File: src/rtl/memory_access_pkg.sv
// Shared types for the memory (M) stage: pipeline records, data bus
// request/response records, access sizes and the M-stage state encoding.
package memory_access_pkg;

    localparam int XLEN       = 64;
    localparam int LINE_BYTES = 8;

    typedef logic [XLEN-1:0] u64;

    // Access size as carried in the control word (log2 of the byte count)
    typedef enum logic [1:0] {
        MSIZE1 = 2'd0,
        MSIZE2 = 2'd1,
        MSIZE4 = 2'd2,
        MSIZE8 = 2'd3
    } msize_t;

    // M-stage bus sequencing states
    typedef enum logic [1:0] {
        IDLE = 2'd0,
        REQ  = 2'd1,
        DONE = 2'd2
    } mem_state_t;

    typedef struct packed {
        logic   RegWrite;
        logic   MemRead;
        logic   MemWrite;
        logic   MemUnsigned;
        msize_t msize;
    } control_t;

    typedef struct packed {
        u64       pc;
        control_t ctl;
        u64       alu;
        u64       rs2;
        logic     valid;
    } execute_data_t;

    typedef struct packed {
        logic       valid;
        u64         addr;
        msize_t     size;
        logic [7:0] strobe;
        u64         data;
    } dbus_req_t;

    typedef struct packed {
        logic addr_ok;
        logic data_ok;
        u64   data;
    } dbus_resp_t;

    typedef struct packed {
        u64       pc;
        control_t ctl;
        u64       alu;
        u64       rd_data;
        logic     valid;
        logic     misalign;
    } memory_data_t;

    // Byte-enable pattern of an access that starts at byte 0 of the line
    function automatic logic [7:0] size_strobe(input msize_t size);
        logic [7:0] s;
        case (size)
            MSIZE1:  s = 8'h01;
            MSIZE2:  s = 8'h03;
            MSIZE4:  s = 8'h0F;
            default: s = 8'hFF;
        endcase
        return s;
    endfunction

    // An access must start on a multiple of its own size
    function automatic logic is_misaligned(input msize_t size, input logic [2:0] offset);
        logic m;
        case (size)
            MSIZE1:  m = 1'b0;
            MSIZE2:  m = offset[0];
            MSIZE4:  m = |offset[1:0];
            default: m = |offset[2:0];
        endcase
        return m;
    endfunction

endpackage

File: src/rtl/memory_access_mem_align.sv
// Byte-lane alignment for 8-byte data lines. Store side shifts write data and
// byte enables into place; load side pulls the addressed bytes down to bit 0
// and sign/zero extends them. Purely combinational so the cached and uncached
// paths can share it.
module mem_align
    import memory_access_pkg::*;
(
    input  logic [2:0]  offset,
    input  msize_t      size,
    input  logic        is_unsigned,
    input  logic [63:0] store_data,
    input  logic [63:0] load_data,
    output logic [7:0]  strobe,
    output logic [63:0] store_data_aligned,
    output logic [63:0] load_data_ext,
    output logic        misalign
);

    logic [63:0] load_shifted;

    // Store side: move the low bytes of the source register to the addressed lanes
    always_comb begin
        strobe             = size_strobe(size) << offset;
        store_data_aligned = store_data << {offset, 3'b000};
        misalign           = is_misaligned(size, offset);
    end

    // Load side: bring the addressed lanes to the bottom and widen to 64 bits
    always_comb begin
        load_shifted  = load_data >> {offset, 3'b000};
        load_data_ext = load_shifted;
        case (size)
            MSIZE1: begin
                if (is_unsigned) load_data_ext = {56'd0, load_shifted[7:0]};
                else             load_data_ext = {{56{load_shifted[7]}}, load_shifted[7:0]};
            end
            MSIZE2: begin
                if (is_unsigned) load_data_ext = {48'd0, load_shifted[15:0]};
                else             load_data_ext = {{48{load_shifted[15]}}, load_shifted[15:0]};
            end
            MSIZE4: begin
                if (is_unsigned) load_data_ext = {32'd0, load_shifted[31:0]};
                else             load_data_ext = {{32{load_shifted[31]}}, load_shifted[31:0]};
            end
            default: load_data_ext = load_shifted;
        endcase
    end

endmodule

File: src/rtl/memory_access.sv
// Memory (M) stage. Issues one data-bus transaction per load/store, holds the
// pipeline with mem_wait until the response is captured, and presents the
// result to writeback. Non-memory ops and misaligned accesses pass straight
// through with no added latency.
module memory_access
    import memory_access_pkg::*;
(
    input  logic          clk,
    input  logic          reset,
    input  execute_data_t dataE,
    input  logic          stallM,
    output dbus_req_t     dreq,
    input  dbus_resp_t    dresp,
    output memory_data_t  dataM_nxt,
    output logic          mem_wait
);

    mem_state_t  state_q;
    mem_state_t  state_d;
    logic [63:0] rbuf_q;
    logic [63:0] rbuf_d;

    logic        is_mem_op;
    logic        misalign;
    logic        access;
    logic [7:0]  strobe_aligned;
    logic [63:0] store_aligned;
    logic [63:0] load_ext;

    // data_ok already implies the address was taken, so addr_ok adds nothing here
    logic        unused_addr_ok;
    assign unused_addr_ok = dresp.addr_ok;

    mem_align u_align (
        .offset             (dataE.alu[2:0]),
        .size               (dataE.ctl.msize),
        .is_unsigned        (dataE.ctl.MemUnsigned),
        .store_data         (dataE.rs2),
        .load_data          (dresp.data),
        .strobe             (strobe_aligned),
        .store_data_aligned (store_aligned),
        .load_data_ext      (load_ext),
        .misalign           (misalign)
    );

    // Decide whether the instruction in M needs the bus at all
    always_comb begin
        is_mem_op = dataE.valid & (dataE.ctl.MemRead | dataE.ctl.MemWrite);
        access    = is_mem_op & ~misalign;
    end

    // Sequence IDLE -> REQ -> DONE and capture the extended load data on data_ok
    always_comb begin
        state_d = state_q;
        rbuf_d  = rbuf_q;
        case (state_q)
            IDLE: begin
                if (access) state_d = REQ;
            end
            REQ: begin
                if (dresp.data_ok) begin
                    state_d = DONE;
                    rbuf_d  = load_ext;
                end
            end
            DONE: begin
                if (!stallM) state_d = IDLE;
            end
            default: state_d = IDLE;
        endcase
    end

    // State and response buffer registers; reset abandons any open transaction
    always_ff @(posedge clk) begin
        if (reset) begin
            state_q <= IDLE;
            rbuf_q  <= '0;
        end else begin
            state_q <= state_d;
            rbuf_q  <= rbuf_d;
        end
    end

    // Bus request is driven only from registered state and the held E/M record,
    // so there is no path from dresp back to dreq; reads carry an empty strobe
    always_comb begin
        dreq.valid  = (state_q == REQ) & ~reset;
        dreq.addr   = {dataE.alu[63:3], 3'b000};
        dreq.size   = dataE.ctl.msize;
        dreq.strobe = dataE.ctl.MemWrite ? strobe_aligned : 8'h00;
        dreq.data   = store_aligned;
    end

    // Result record for writeback and the upstream stall request
    always_comb begin
        dataM_nxt.pc       = dataE.pc;
        dataM_nxt.ctl      = dataE.ctl;
        dataM_nxt.alu      = dataE.alu;
        dataM_nxt.valid    = dataE.valid;
        dataM_nxt.misalign = is_mem_op & misalign;
        dataM_nxt.rd_data  = (state_q == DONE) ? rbuf_q : dataE.alu;
        mem_wait           = access & (state_q != DONE);
    end

endmodule
File: config.mk
export PLATFORM = sky130hd
export DESIGN_NAME = memory_access
export DESIGN_NICKNAME = d
export VERILOG_FILES = /design/src/rtl/memory_access_pkg.sv /design/src/rtl/memory_access_mem_align.sv /design/src/rtl/memory_access.sv
export SDC_FILE = /design/constraint.sdc
export NUM_CORES = 1
export LEC_CHECK = 0
export BUFFER_PORTS_ARGS = -buffer_cell sky130_fd_sc_hd__buf_2
export CORE_AREA = 2 2 239 241
export CTS_CLUSTER_SIZE = 24
export DETAILED_ROUTE_END_ITERATION = 12
export DIE_AREA = 0 0 241 243
export GPL_TIMING_DRIVEN = 0
export SETUP_SLACK_MARGIN = 0.1
export SLEW_MARGIN = 20
export SYNTH_ARGS = -nofsm -noshare
export SYNTH_HDL_FRONTEND = slang
export SYNTH_SLANG_ARGS = --single-unit
File: constraint.sdc
create_clock -name clk -period 3.7 [get_ports clk]
set_input_delay 0.37 -clock clk [delete_from_list [all_inputs] [get_ports clk]]
set_output_delay 0.37 -clock clk [all_outputs]
set_load 0.03 [all_outputs]
==> metrics.txt <==
status=complete, no violations; latest clock arrival within the worst-skew pair=0.34 ns; worst r2r path cells=6; Setup crit end kind=primary output; number of gates resized after cts=0; vias in the first global route=9586; clk sinks=66; placed cells=2490; Root Buffer=clkbuf_16; met3 usage=4.23%; initial DRC count=829; hold crit path type=in2reg; type of origin of the critical path=input port; #FFs+latches synth=66; final wirelength=53100 µm; RD Place Congestion=0.947; Die ar.=58600 µm²; Final Core Density=21.8%; Worst R2R Setup Slack=1.57 ns; post-CTS setup buffer count=0; syn avg cell area=6.87 µm²; Max transition margin=23.2%; die height=243 µm; Reg-to-Reg Start=state_q[0]; Yosys top cell area share=18.6%; worst vdd ir=0.000225 V; FF-to-FF End=rbuf_q[31]; TritonCTS clock tree=built; layout cell share with drive strength beyond 1=47.9%; Via Count=10600; Post-Syn Area=8230 µm²; Final Skew=0.00623 ns; grt met1 use=19.7%; non-filler cells, final=2513; Crit path required time=3.33 ns; total grt overflow=0; top-count cell post-synth=nand2_1; Worst path max stage delay=0.70 ns; largest net degree at the start of global routing=13; drt drc=0; Hold EP=state_q[1]; Ys Warns=0; power per cell area=268 nW/µm²; first-pass GRT wire length=70600 µm; Post-synth top cells=262 x nand2_1, 204 x buf_4, 149 x nor2_1, 94 x mux2i_1, 66 x dfxtp_1; final critical-path required period=3.41 ns; CTS max path bufs=2; row count=87; GR Util met2=30.5%; critical path class=in2out; htree depth=3; 1st-pass router iterations=5; WL/cell=21.1 µm; final hold violation count=0; max_cap viols=0; Syn-to-layout area delta=47.8%; io pins=608; vias per cell=4.21; Crit Path Max Fanout=10; CTS Hold Bufs=0; arrival time of the worst setup path=3.04 ns; hold path depth=3; Synth area leaders=buf_4 19%, dfxtp_1 16%, nand2_1 12%, mux2i_1 11%, nor2_1 6.8%; hold_ws=0.287 ns; I/O Buffers=534; DP Wirelength=45600 µm; final net count=2013; Placed Area=11900 µm²; Initial Util=14.7%; Final ANT Viol Nets=0; fin. max-slew vios=0; die width=241 µm; number of buffers created by CTS=9; Async SR Flop Fraction=0%; P_leak=6.06 nW; final setup fails=0; register area share after synthesis=16.1%; area leader, netlist=buf_4; Core Footprint=56000 µm²; crit-path cells=buf_2, inv_2, buf_1, clkbuf_1, clkbuf_1, mux2i_1, buf_2; fin area=12200 µm²; Top FF cell, synth=dfxtp_1; CTS clk-pin slew, worst paths=0.05 ns; RSZ-0062 raised after global routing=no; fmax=293 MHz; final setup TNS=0 ns; initial antenna violation count=35; critical path's slowest cell=clkbuf_1; GRT Total Usage=17.0%; HP Start=stallM; worst slew pin tran=1.15 ns; Post-synth EDFFs=0; layer with the highest usage=met2; Mapped Cells=1198; Netlist cell types=46; Tcrit/Tclk final=92.3%
## cell usage in the layout (no fill, tap or decap), types with 4 or more instances in the layout
cell	instances
buf_2	556
nand2_1	262
buf_4	204
nor2_1	149
mux2i_1	94
dfxtp_1	66
clkbuf_1	63
a211oi_1	55
o21ai_0	47
mux2_2	32
a21oi_1	31
nor3_1	23
nor2b_1	18
nand2b_1	10
o22ai_1	10
a311oi_2	10
and3_1	9
clkbuf_16	9
mux4_2	8
or3_1	8
o32ai_1	8
and2_1	8
diode_2	7
o211ai_1	7
nand3_1	6
a311oi_1	6
buf_1	5
a32oi_1	5
inv_1	4
## power by group
part | leakage (nW) | total [mW] | switching [mW] | internal, mW
combinational | 5.39 | 1.68 | 1.10 | 0.583
sequential | 0.535 | 0.755 | 0.0166 | 0.739
clock | 0.138 | 0.828 | 0.336 | 0.492
total | 6.06 | 3.27 | 1.45 | 1.81
## metrics by stage
step	worst slack (ns)	total power, mW
finish	0.285	3.27
global route	0.194	3.40
CTS	0.324	3.27
detailed placement	0.329	2.45
global placement	0.358	2.44
floorplan	1.00	1.86
## cell families after synthesis
kind of cell / share of synthesized area [%]
simple gates: 26.1
buf+inv: 23.5
compound gates: 16.3
mux: 18.0
flops: 16.1
other cells: 0.0456
## area by class of cell
type	instances	area [µm²]
antenna	7	17.5
buffer	296	1920
clock buffer	11	253
clock inverter	5	37.5
fill	6498	43800
inverter	5	18.8
multi-input combinational	833	4980
sequential	66	1320
tap	756	946
timing repair buffer	534	2670
## metal layers
metal	vias up	routed length, µm
li1	4966	-
met1	4792	20200
met2	652	26300
met3	131	4730
met4	32	1700
met5	-	207
## worst max-delay path by stage
stage | to | startpoint
finish | dreq[49] | dataE[67]
global route | dreq[49] | dataE[67]
CTS | dreq[49] | dataE[67]
detailed placement | dreq[49] | dataE[67]
global placement | dreq[49] | dataE[67]
floorplan | dreq[47] | dataE[65]
## flip-flops by register name, summed over array words and instances (netlist names)
register	flops
rbuf_q	64
state_q	2
## critical path, delay by kind of cell
kind / cells / cell delay (ns)
buffers and inverters: 6 / 2.33
muxes: 1 / 0.33
Power figures use the tool's default switching activity.
